**config.mk**
```make
export PLATFORM = sky130hd
export DESIGN_NAME = div_ctrl
export DESIGN_NICKNAME = d
export VERILOG_FILES = /design/src/rtl/div_ctrl.sv
export SDC_FILE = /design/constraint.sdc
export NUM_CORES = 1
export LEC_CHECK = 0
export ABC_CLOCK_PERIOD_IN_PS = 2500
export BUFFER_PORTS_ARGS = -buffer_cell sky130_fd_sc_hd__clkbuf_2
export CAP_MARGIN = 20
export CORE_UTILIZATION = 45
export DETAILED_ROUTE_END_ITERATION = 16
export GPL_TIMING_DRIVEN = 0
export PLACE_DENSITY = 0.67
export SLEW_MARGIN = 20
export SYNTH_ARGS = -nofsm -noshare
export SYNTH_HDL_FRONTEND = slang
export SYNTH_SLANG_ARGS = --single-unit
```
**constraint.sdc**
```tcl
create_clock -name clk -period 2.5 [get_ports clk]
set_input_delay 0.75 -clock clk [delete_from_list [all_inputs] [get_ports clk]]
set_output_delay 0.75 -clock clk [all_outputs]
set_load 0.005 [all_outputs]
```
**src/rtl/div_ctrl.sv**
```systemverilog
// Iterative restoring divider (DIV/DIVU) with its sequencing FSM for the EX stage.
// Produces {remainder, quotient} after WIDTH iterations plus one finalise cycle.
module div_ctrl #(
    parameter int unsigned WIDTH = 32,
    parameter int unsigned CNT_W = 6
) (
    input  logic               clk,
    input  logic               Rst_n,
    input  logic               signed_div_i,
    input  logic [WIDTH-1:0]   opdata1_i,
    input  logic [WIDTH-1:0]   opdata2_i,
    input  logic               start_i,
    input  logic               annul_i,
    output logic [2*WIDTH-1:0] result_o,
    output logic               ready_o,
    output logic               busy_o
);

    typedef enum logic [1:0] {S_FREE, S_BYZERO, S_ON, S_END} state_t;

    state_t             state;
    logic [CNT_W-1:0]   cnt;
    logic [2*WIDTH:0]   dvd;
    logic [WIDTH-1:0]   dvr;
    logic               sgn;
    logic               sign1;
    logic               sign2;

    logic [WIDTH-1:0]   abs1;
    logic [WIDTH-1:0]   abs2;
    logic [WIDTH:0]     diff;
    logic [WIDTH-1:0]   q_fix;
    logic [WIDTH-1:0]   r_fix;

    always_comb begin
        abs1  = (signed_div_i && opdata1_i[WIDTH-1]) ? ('0 - opdata1_i) : opdata1_i;
        abs2  = (signed_div_i && opdata2_i[WIDTH-1]) ? ('0 - opdata2_i) : opdata2_i;
        diff  = {1'b0, dvd[2*WIDTH-1:WIDTH]} - {1'b0, dvr};
        // Quotient sign follows the operand signs; remainder takes the dividend's sign.
        q_fix = (sgn && (sign1 != sign2)) ? ('0 - dvd[WIDTH-1:0]) : dvd[WIDTH-1:0];
        r_fix = (sgn && sign1) ? ('0 - dvd[2*WIDTH:WIDTH+1]) : dvd[2*WIDTH:WIDTH+1];
    end

    always_ff @(posedge clk or negedge Rst_n) begin
        if (!Rst_n) begin
            state    <= S_FREE;
            cnt      <= '0;
            dvd      <= '0;
            dvr      <= '0;
            sgn      <= 1'b0;
            sign1    <= 1'b0;
            sign2    <= 1'b0;
            result_o <= '0;
            ready_o  <= 1'b0;
            busy_o   <= 1'b0;
        end else begin
            case (state)
                S_FREE: begin
                    if (start_i && !annul_i) begin
                        sgn    <= signed_div_i;
                        sign1  <= opdata1_i[WIDTH-1];
                        sign2  <= opdata2_i[WIDTH-1];
                        dvd    <= {{WIDTH{1'b0}}, abs1, 1'b0};
                        dvr    <= abs2;
                        cnt    <= '0;
                        busy_o <= 1'b1;
                        state  <= (opdata2_i == '0) ? S_BYZERO : S_ON;
                    end
                end
                S_BYZERO: begin
                    result_o <= '0;
                    busy_o   <= 1'b0;
                    if (annul_i) begin
                        cnt   <= '0;
                        state <= S_FREE;
                    end else begin
                        ready_o <= 1'b1;
                        state   <= S_END;
                    end
                end
                S_ON: begin
                    if (annul_i) begin
                        cnt      <= '0;
                        result_o <= '0;
                        busy_o   <= 1'b0;
                        state    <= S_FREE;
                    end else if (cnt == CNT_W'(WIDTH)) begin
                        result_o <= {r_fix, q_fix};
                        cnt      <= '0;
                        busy_o   <= 1'b0;
                        ready_o  <= 1'b1;
                        state    <= S_END;
                    end else begin
                        if (diff[WIDTH])
                            dvd <= {dvd[2*WIDTH-1:0], 1'b0};
                        else
                            dvd <= {diff[WIDTH-1:0], dvd[WIDTH-1:0], 1'b1};
                        cnt <= cnt + 1'b1;
                    end
                end
                S_END: begin
                    if (!start_i || annul_i) begin
                        result_o <= '0;
                        ready_o  <= 1'b0;
                        state    <= S_FREE;
                    end
                end
                default: state <= S_FREE;
            endcase
        end
    end

endmodule

```
After elaboration in Yosys (flattened, before gate mapping)
Index checks and enable logic that the tools add are counted.
{"block": "totals", "ff_bits": 174, "out_inout_bits": 66, "elab_cells": 83}
{"block": "op_classes", "n_addsub": 6, "eq_ne": 13, "mux": 34, "n_reduce_logical": 20}
{"op": "$mux W65", "count": 4}
{"op": "$mux W64", "count": 3}
{"op": "$pmux W64 S3", "count": 1}
{"op": "$pmux W65 S2", "count": 1}
{"op": "$mux W32", "count": 4}
{"op": "$sub A1 B32 Y32 const A", "count": 4}
{"op": "$sub A32 B32 Y33", "count": 1}
{"op": "$logic_not A32 Y1", "count": 1}
{"op": "$mux W6", "count": 4}
{"op": "$pmux W6 S3", "count": 1}
{"op": "$ne A2 B2 Y1 const B", "count": 7}
{"op": "$mux W2", "count": 6}
{"op": "$reduce_and A3 Y1", "count": 4}
{"op": "$pmux W2 S4", "count": 1}
{"op": "$mux W1", "count": 7}
{"op": "$add A6 B1 Y6 const B", "count": 1}
{"op": "$eq A6 B6 Y1 const B", "count": 1}
{"op": "$pmux W1 S3", "count": 2}
{"op": "$reduce_bool A3 Y1", "count": 2}
{"op": "$logic_and A1 B1 Y1", "count": 5}
{"op": "$reduce_and A5 Y1", "count": 1}
{"op": "$eq A2 B2 Y1 const B", "count": 2}
{"op": "$reduce_and A4 Y1", "count": 1}
{"op": "$ne A3 B3 Y1 const B", "count": 1}
{"op": "7 further kinds", "count": 8}

Logic depth before layout (Yosys ltp)
Gate-level depths: netlist of run 1.
{"block": "depth", "word_depth": 6, "depth_mapped": 12}

Least setup slack after synthesis of run 1
No wires, ideal clock.
{"block": "synth_path", "path_kind": "register -> register", "start": "register dvd[45]", "end": "register dvd[41]", "setup_ps": 132, "arrival_ps": 2584, "slack_ps": -216, "path_stages_with_launch": 12, "synth_period_minus_slack_ps": 2716, "path_cell_list": "dfrtp_1 > ha_1 > buf_6 > a21o_1 > a311oi_2 > nand2_1 > o211ai_2 > o22ai_2 > a41oi_4 > buf_8 > mux2i_1 > o21ai_1"}
{"block": "synth_between", "elab_chain_cells": 5}
{"item": "start: declaration", "line_no": "23", "text": "logic [2*WIDTH:0] dvd;"}
{"item": "start signal: assignment", "line_no": "63", "text": "dvd <= {{WIDTH{1'b0}}, abs1, 1'b0};"}
{"item": "start signal: assignment", "line_no": "95", "text": "dvd <= {dvd[2*WIDTH-1:0], 1'b0};"}
{"item": "start signal: assignment", "line_no": "97", "text": "dvd <= {diff[WIDTH-1:0], dvd[WIDTH-1:0], 1'b1};"}
{"item": "$sub A32 B32 Y33", "line_no": "38", "text": "diff = {1'b0, dvd[2*WIDTH-1:WIDTH]} - {1'b0, dvr};"}
{"item": "$mux W65", "line_no": "94", "text": "if (diff[WIDTH])"}
{"item": "$mux W65", "line_no": "87", "text": "end else if (cnt == CNT_W'(WIDTH)) begin"}
{"item": "$mux W65", "line_no": "82", "text": "if (annul_i) begin"}
{"item": "$pmux W65 S2", "line_no": "57", "text": "case (state)"}
No other way between the ends. The select of a mux whose other input is x is not followed.
A chain may end at the register's enable or synchronous reset.

Worst setup path after layout of run 1
{"block": "layout_path", "start": "register dvd[45]", "end": "register dvd[33]"}
Same word-level chain as after synthesis.

==> results of run 1 <==
[path summary, 6_finish.rpt]
kind                         start      endpoint  slack [ps]  cells past startpoint
setup / recovery           dvd[45]       dvd[33]        -280                     11
min in group clk           dvr[14]       dvr[14]         480                      2
hold / removal               Rst_n  result_o[12]         260                      1
max in group asynchronous    Rst_n       dvd[51]        1550                      2
hold reg to reg            dvr[14]       dvr[14]         480                      2
setup reg to reg           dvd[45]       dvd[33]        -280                     11
[power breakdown]
part | switching, mW | internal [mW] | total, mW
clock network | 1.25 | 1.65 | 2.90
registers | 0.934 | 3.58 | 4.51
logic | 6.95 | 5.42 | 12.4
total | 9.14 | 10.7 | 19.8
[sequential cells by signal, summed over array words and instances (netlist names)]
signal,count
sign1,1
result_o,64
dvd,65
sgn,1
dvr,32
cnt,6
state,2
sign2,1
ready_o,1
busy_o,1
[per-stage QoR]
stage | TNS (ps) | hold WS (ps)
2_1_floorplan | -1526 | 445.2
3_3_place_gp | -488120 | 463.3
3_5_place_dp | -60020 | 470.5
4_1_cts | -7440 | 271.3
5_1_grt | -11040 | 282.3
6_report | -8118 | 261.0
[cell families after synthesis]
logic type	synth area share [%]
AOI/OAI and AO/OA	22.61
xor gates and xnor gates	10.63
adders and majority gates	4.838
buffers and inverters	4.415
DFF	37.75
muxes	2.647
and+or+nand+nor	17.11
[area by class of cell]
| cell class | count | area, sq um |
|---|---|---|
| fill | 2262 | 10480 |
| inverter | 56 | 210.2 |
| clock buffer | 19 | 452.9 |
| timing repair buffer | 206 | 1386 |
| multi-input combinational | 1081 | 7400 |
| tap | 330 | 412.9 |
| clock inverter | 13 | 175.2 |
| buffer | 59 | 291.5 |
| sequential | 174 | 4374 |
[per-layer routing]
layer | wire (um) | global-route usage [%] | vias to the layer above | part of all wire [%]
li1 | - | - | 5306 | -
met1 | 15770 | 36.82 | 5226 | 47
met2 | 15360 | 39.52 | 355 | 46
met3 | 1921 | 3.856 | 52 | 5.7
met4 | 708 | 8.148 | 0 | 2.1
met5 | 0 | 0 | - | 0
[worst max-delay path, stage by stage, from the launching register on]
cell,delay (ps)
sky130_fd_sc_hd__dfrtp_2,450
sky130_fd_sc_hd__ha_4,280
sky130_fd_sc_hd__a21o_1,230
sky130_fd_sc_hd__a311oi_2,270
sky130_fd_sc_hd__nand2_1,140
sky130_fd_sc_hd__o211ai_4,260
sky130_fd_sc_hd__o22ai_4,130
sky130_fd_sc_hd__a41oi_4,270
sky130_fd_sc_hd__buf_6,180
sky130_fd_sc_hd__buf_6,110
sky130_fd_sc_hd__mux2i_2,220
sky130_fd_sc_hd__a22o_1,160
[cell usage in the layout, fill, tap and decap left out, types with 19 or more instances in the layout]
cell type | netlist | routed
sky130_fd_sc_hd__nand2_1 | 203 | 200
sky130_fd_sc_hd__o21ai_0 | 186 | 162
sky130_fd_sc_hd__dfrtp_1 | 174 | 158
sky130_fd_sc_hd__clkbuf_2 | 0 | 141
sky130_fd_sc_hd__a21oi_1 | 101 | 90
sky130_fd_sc_hd__nor2_1 | 94 | 88
sky130_fd_sc_hd__xnor2_1 | 77 | 74
sky130_fd_sc_hd__xor2_1 | 63 | 63
sky130_fd_sc_hd__inv_1 | 56 | 51
sky130_fd_sc_hd__buf_4 | 2 | 49
sky130_fd_sc_hd__clkbuf_1 | 52 | 38
sky130_fd_sc_hd__o21ai_1 | 19 | 35
sky130_fd_sc_hd__ha_1 | 43 | 26
sky130_fd_sc_hd__buf_6 | 2 | 22
sky130_fd_sc_hd__mux2i_1 | 26 | 22
sky130_fd_sc_hd__clkbuf_16 | 0 | 19
[what timing repair did]
action | 4_1_cts | 5_1_grt
cloned | 1 | 2
gates resized for setup | 96 | 104
endpoints found under the setup margin | 127 | 108
pin swaps | 40 | 50
buffers inserted | 41 | 27
[cells in the mapped netlist (10+ instances only)]
cell type and instances:
sky130_fd_sc_hd__nand2_1 203, sky130_fd_sc_hd__a21oi_1 101, sky130_fd_sc_hd__xor2_1 63, sky130_fd_sc_hd__o21ai_0 186
sky130_fd_sc_hd__o31ai_1 20, sky130_fd_sc_hd__nand2b_1 10, sky130_fd_sc_hd__a21o_1 16, sky130_fd_sc_hd__nor2_1 94
sky130_fd_sc_hd__nor3_1 23, sky130_fd_sc_hd__xnor2_1 77, sky130_fd_sc_hd__clkbuf_1 52, sky130_fd_sc_hd__o21ai_1 19
sky130_fd_sc_hd__nor4_1 11, sky130_fd_sc_hd__a31oi_1 15, sky130_fd_sc_hd__inv_1 56, sky130_fd_sc_hd__dfrtp_1 174
sky130_fd_sc_hd__a32oi_1 14, sky130_fd_sc_hd__or3_1 14, sky130_fd_sc_hd__mux2i_1 26, sky130_fd_sc_hd__nand3_1 15
sky130_fd_sc_hd__ha_1 43
==> results summary, run 1 <==
The flow ran to the end, but the final reports show violations. The final reports fail on negative setup slack. The sequential share of the synthesized area is 37.75%. VDD sags by at most 629.2 uV. The arrival time of the worst setup path is 3150 ps. The maximum clock frequency is 359.6 MHz.

The critical path required time came out at 2870 ps. The initial antenna violation count is 0. The first detailed-routing pass took 5 iterations. The synthesized netlist cell count came out at 1379.

At the end of the flow the core is filled with cells to 58.39%. The transition at the pin with the smallest max-transition slack is 871.6 ps. sky130_fd_sc_hd__dfrtp_1 takes more of the synthesized area than any other cell. The clock-pin slew reported for the worst setup and hold paths after clock tree synthesis came out at 70 ps. The routability-driven placement congestion ratio came out at 0.9330. The CTS H-tree depth is 4.

The portion of synthesized cell area occupied by the leading cell type is 37.75%. The number of nets produced by synthesis came out at 1492. The worst setup path is launched from a flip-flop. The post-placement worst setup slack is -633.7 ps. The fraction of the cycle the final worst path needs came out at 111.2%. The static leakage came out at 6.480 nW. The number of buffers between clock root and the deepest sink is 2. The cell at the root of the clock tree is sky130_fd_sc_hd__clkbuf_16. The path category of the worst min-delay check is input pin to async pin. The detailed placer's ending HPWL came out at 24650 um. The Yosys step of the flow raised 0 warnings. The core area came out at 25180 sq um. The post-detailed-route wirelength per cell is 17.42 um.

The top-level port count is 135. Input and output buffers added on the ports amount to 134. TritonCTS created 17 clock buffers.

The placed instance count came out at 1845. The clock arrives with 12.43 ps of skew. The first global-routing pass estimated 53520 um of wire. The count of standard-cell rows is 58. The placement-stage cell area is 12790 sq um.

The worst setup margin is -281.0 ps. The number of max-cap violations is 0. The ratio of cells with drive above 1 in the final layout came out at 25.00%.

Sorting the synthesized cells by area gives the leading types as sky130_fd_sc_hd__dfrtp_1 38%, sky130_fd_sc_hd__o21ai_0 8.1%, sky130_fd_sc_hd__nand2_1 6.6%. The clock sink total came out at 174. The total power is 19.79 mW. Setup repair after global routing could not meet its margin everywhere. The initial core utilization came out at 45.80%.

Compared with the post-synthesis result, the final layout area differs by 27.48%. The kind of end point of the critical path is a flip-flop. The pin count of the biggest net entering global routing is 64.

The power density over the cells is 1346 nW/um^2. The smallest clock period supported by the final layout is computed as 2781 ps. Summing all non-filler instances in the final layout gives an area of 14700 sq um.

In this run the tightest slew margin relative to its limit is 41.89%. The horizontal die dimension is 162.1 um. The average cell area after synthesis came out at 8.364 sq um.

TritonCTS built the clock tree. The layout net count came out at 1708. The routed layout has 10939 vias. The via count of the first global-routing pass was 10161. After detailed routing, the total wire length is 33760 um. The post-cts hold buffer count is 0. The final number of setup-violating endpoints is 42. The distinct cell type count after synthesis is 74.

The number of diodes added for antenna fixing is 0. The mapped netlist covers 11530 sq um. The die boundary height is 162.1 um. The via density per instance came out at 5.644.

The overall overflow remaining after global route came out at 0. The most used flip-flop cell after synthesis is sky130_fd_sc_hd__dfrtp_1. The type of the worst setup path is flip-flop to flip-flop.

The max-slew violation total from the final report is 0. The largest fanout of any net on the critical path is 6. Across every metal layer, demand over resource in global routing totals 25.64%.

The total die area is 26270 sq um. After synthesis the netlist holds a flip-flop and latch count of 174. The starting DRC count in detailed routing came out at 805. The post-route antenna net violation count came out at 0. Excluding fillers, the count of instances in the completed layout stands at 1938. The final hold violation count is 0.

The async set-reset flop share out of synthesis is 100.0%. The clock insertion delay at the later pin of the skew report is 440 ps. The number of flops mapped to enable cells by yosys came out at 0. The residual DRC count came out at 0.
Power figures use the tool's default switching activity.
==> run 2, diff against run 1 <==
REMOVE_ABC_BUFFERS = 1   (was unset)
SETUP_SLACK_MARGIN = 0.5   (was unset)
==> results summary, run 2 (synthesized netlist as in run 1, its figures left out) <==
Leaving out fill and tap cells, the most frequent cell in the layout is sky130_fd_sc_hd__nand2_1. The post-route antenna net violation count came out at 0 (unchanged). Leaving out fill and tap cells, the most frequent cells in the layout are 159 x sky130_fd_sc_hd__nand2_1, 149 x sky130_fd_sc_hd__dfrtp_1, 126 x sky130_fd_sc_hd__clkbuf_2. STA classifies the critical path endpoint as a flip-flop. The cell sitting at the root of the clock tree is a sky130_fd_sc_hd__clkbuf_16. The number of buffers inserted during clock tree synthesis is 17 (unchanged). The pin count of the biggest net entering global routing is 88 (+38%). The number of buffers between clock root and the deepest sink came to 2 (unchanged). The overall global routing resource usage is 26.67% (+1.0 points). The arrival time of the worst setup path is 3120 ps (-30 ps). The final reports fail on negative setup slack. The critical path is of the flip-flop to flip-flop type. The total length of routed met3 wires came to 3822 um (+99%). The clock sink total is 174 (unchanged). The routability-driven placement congestion ratio came to 0.9037 (-3.1%).

The total die area was 26270 sq um (unchanged). The post-detailed-route wirelength per cell is 20.94 um (+20%). The flip-flop count of the largest register, all copies and words added is 65 (unchanged).

The final number of setup-violating endpoints was 43 (+2.4%). The synthesis-to-layout area growth is 45.94%. The depth of the worst register-to-register path was 11 (unchanged). The total of fill cells in the finished design is 1849 (-18%).

The CTS H-tree depth is 4 (unchanged). The fraction of the core area covered by cells at the end of the flow is 66.84% (+8.5 points). The critical path goes through ha_2, fa_2, nand2b_4, a21oi_4, o21a_1, o211ai_4, o22ai_4, a41oi_4, buf_4, or4_1, nand3_1. The post-placement worst setup slack is -1099 ps (-464.9 ps). The overall overflow remaining after global route came out at 0 (unchanged). The reg2reg setup slack was -240 ps (+40 ps). The horizontal die dimension came out at 162.1 um (unchanged). The detailed placer's ending HPWL was 21870 um (-11%). The die boundary height is 162.1 um (unchanged). The highest ir drop seen on vdd came to 726.8 uV (+16%).

The clock insertion delay at the later pin of the skew report came out at 440 ps (about the same). The startpoint of the most critical register-to-register path is dvr[0]. The initial antenna violation count came out at 1 (+1). The clock-pin slew reported for the worst setup and hold paths after clock tree synthesis came to 70 ps (about the same).

The max-slew violation total from the final report is 0 (unchanged). The maximum clock frequency came out at 365.3 MHz (+1.6%). The static leakage was 7.316 nW (+13%). The beginning of the critical path is dvr[0].

The critical path required time came out at 2880 ps (about the same). The worst register-to-register path ends at dvd[62]. The delay of the slowest cell on the worst path is 460 ps (about the same). The final hold violation count came to 0 (unchanged). The logic depth of the worst setup path including buffers came to 11 (unchanged). The count of buffering cells on the critical path with inverters included is 1 (-1). The starting DRC count in detailed routing is 1029 (+28%). In this run the worst hold path is classified as input pin to async pin. Among cell families on the critical path, the largest total delay comes from compound AO/OA/AOI/OAI gates.

Routed signal wires occupy layers up through met5. The startpoint class of the critical path is a flip-flop. The core area came out at 25180 sq um (unchanged). The total detailed-routing wirelength came to 41600 um (+23%). The power density over the cells is 1336 nW/um^2 (-0.70%). The initial core utilization came to 45.80% (unchanged). The worst slew margin relative to its limit is 27.50% (-14 points). Setup repair after global routing could not meet its margin everywhere. The total number of vias came out at 11992 (+9.6%).

The layout net count was 1757 (+2.9%). The number of input and output port buffers inserted is 134 (unchanged). The post-layout minimum cycle time came out at 2738 ps (-43.15 ps). The ratio of cells with drive above 1 in the final layout was 38.44% (+13 points). The top-level port count is 135 (unchanged). The via density per instance is 6.035 (+6.9%). The number of max-cap violations is 0 (unchanged). The register ranked first by flip-flop count is dvd.

On the critical path, the stage with the largest delay is an instance of sky130_fd_sc_hd__or4_1. The clock skew is 9.473 ps (-2.953 ps). The largest fanout of any net on the critical path came out at 3 (-3).

The number of iterations in the first detailed-routing pass is 6 (+1). The via count of the first global-routing pass is 10802 (+6.3%). The first-pass GRT wire length is 55710 um (+4.1%). The number of diodes added for antenna fixing was 0 (unchanged). The worst setup margin is -237.8 ps (+43.15 ps). In the final layout, the registers with the most flip-flops are dvd: 65 flops, result_o: 64 flops, dvr: 32 flops.

The run finished, with violations left. The wire length the detailed router placed on met1 is 16620 um (+5.4%). TritonCTS built the clock tree. The met2 wirelength from detailed routing came out at 19420 um (+26%). The count of standard-cell rows is 58 (unchanged). The transition at the pin with the smallest max-transition slack came out at 1085 ps (+213.2 ps). The fraction of the cycle the final worst path needs is 109.5% (-1.7 points). The residual DRC count is 0 (unchanged).
-- run 2: final cells by class --
type / count / area [sq um] / area share, %
clock buffers: 20 / 446.7 / 2.654
clock inverters: 12 / 137.6 / 0.8177
inverters: 56 / 214.0 / 1.271
multi-input cells: 1088 / 8586 / 51.01
flip-flops and latches: 174 / 4385 / 26.05
well taps: 330 / 412.9 / 2.453
repair buffers: 307 / 2650 / 15.74
-- run 2: how the worst max path moves through the flow --
| stage | to |
|---|---|
| 2_1_floorplan | result_o[0] |
| 3_3_place_gp | result_o[32] |
| 3_5_place_dp | dvd[63] |
| 4_1_cts | dvd[62] |
| 5_1_grt | dvd[36] |
| 6_report | dvd[62] |
-- run 2: through the flow --
| step | setup TNS, ps | power (mW) | hold WS, ps | std cells | area [sq um] |
|---|---|---|---|---|---|
| after global routing | -10450 | 23.76 | 261.2 | 1987 | 16830 |
| after global placement | -848330 | 13.29 | 463.0 | 1775 | 12320 |
| after CTS | -5203 | 19.15 | 255.8 | 1905 | 14980 |
| after detailed placement | -58380 | 13.67 | 470.7 | 1784 | 12540 |
| after floorplan | -155050 | 11.26 | 445.1 | 1311 | 11230 |
| final | -6667 | 22.49 | 238.6 | 1987 | 16830 |
-- run 2: report_power, final --
group | internal, mW | switching (mW)
Combinational | 6.72 | 8.41
Sequential | 3.59 | 1.03
Clock | 1.51 | 1.23
-- run 2: repair_timing --
action | 4_1_cts | 5_1_grt
pin swaps | 118 | 143
resized for setup | 292 | 265
gates cloned | 4 | 18
hold endpoints to repair | 0 | 0
setup endpoints to repair | 158 | 166
setup buffers | 85 | 64
hold buffers | 0 | 0
-- run 2: layer usage --
| layer | GRT usage, % | vias to the layer above |
|---|---|---|
| met5 | 0 | - |
| met4 | 9.734 | 2 |
| met3 | 5.031 | 163 |
| met2 | 43.76 | 560 |
| met1 | 34.94 | 5851 |
| li1 | - | 5416 |
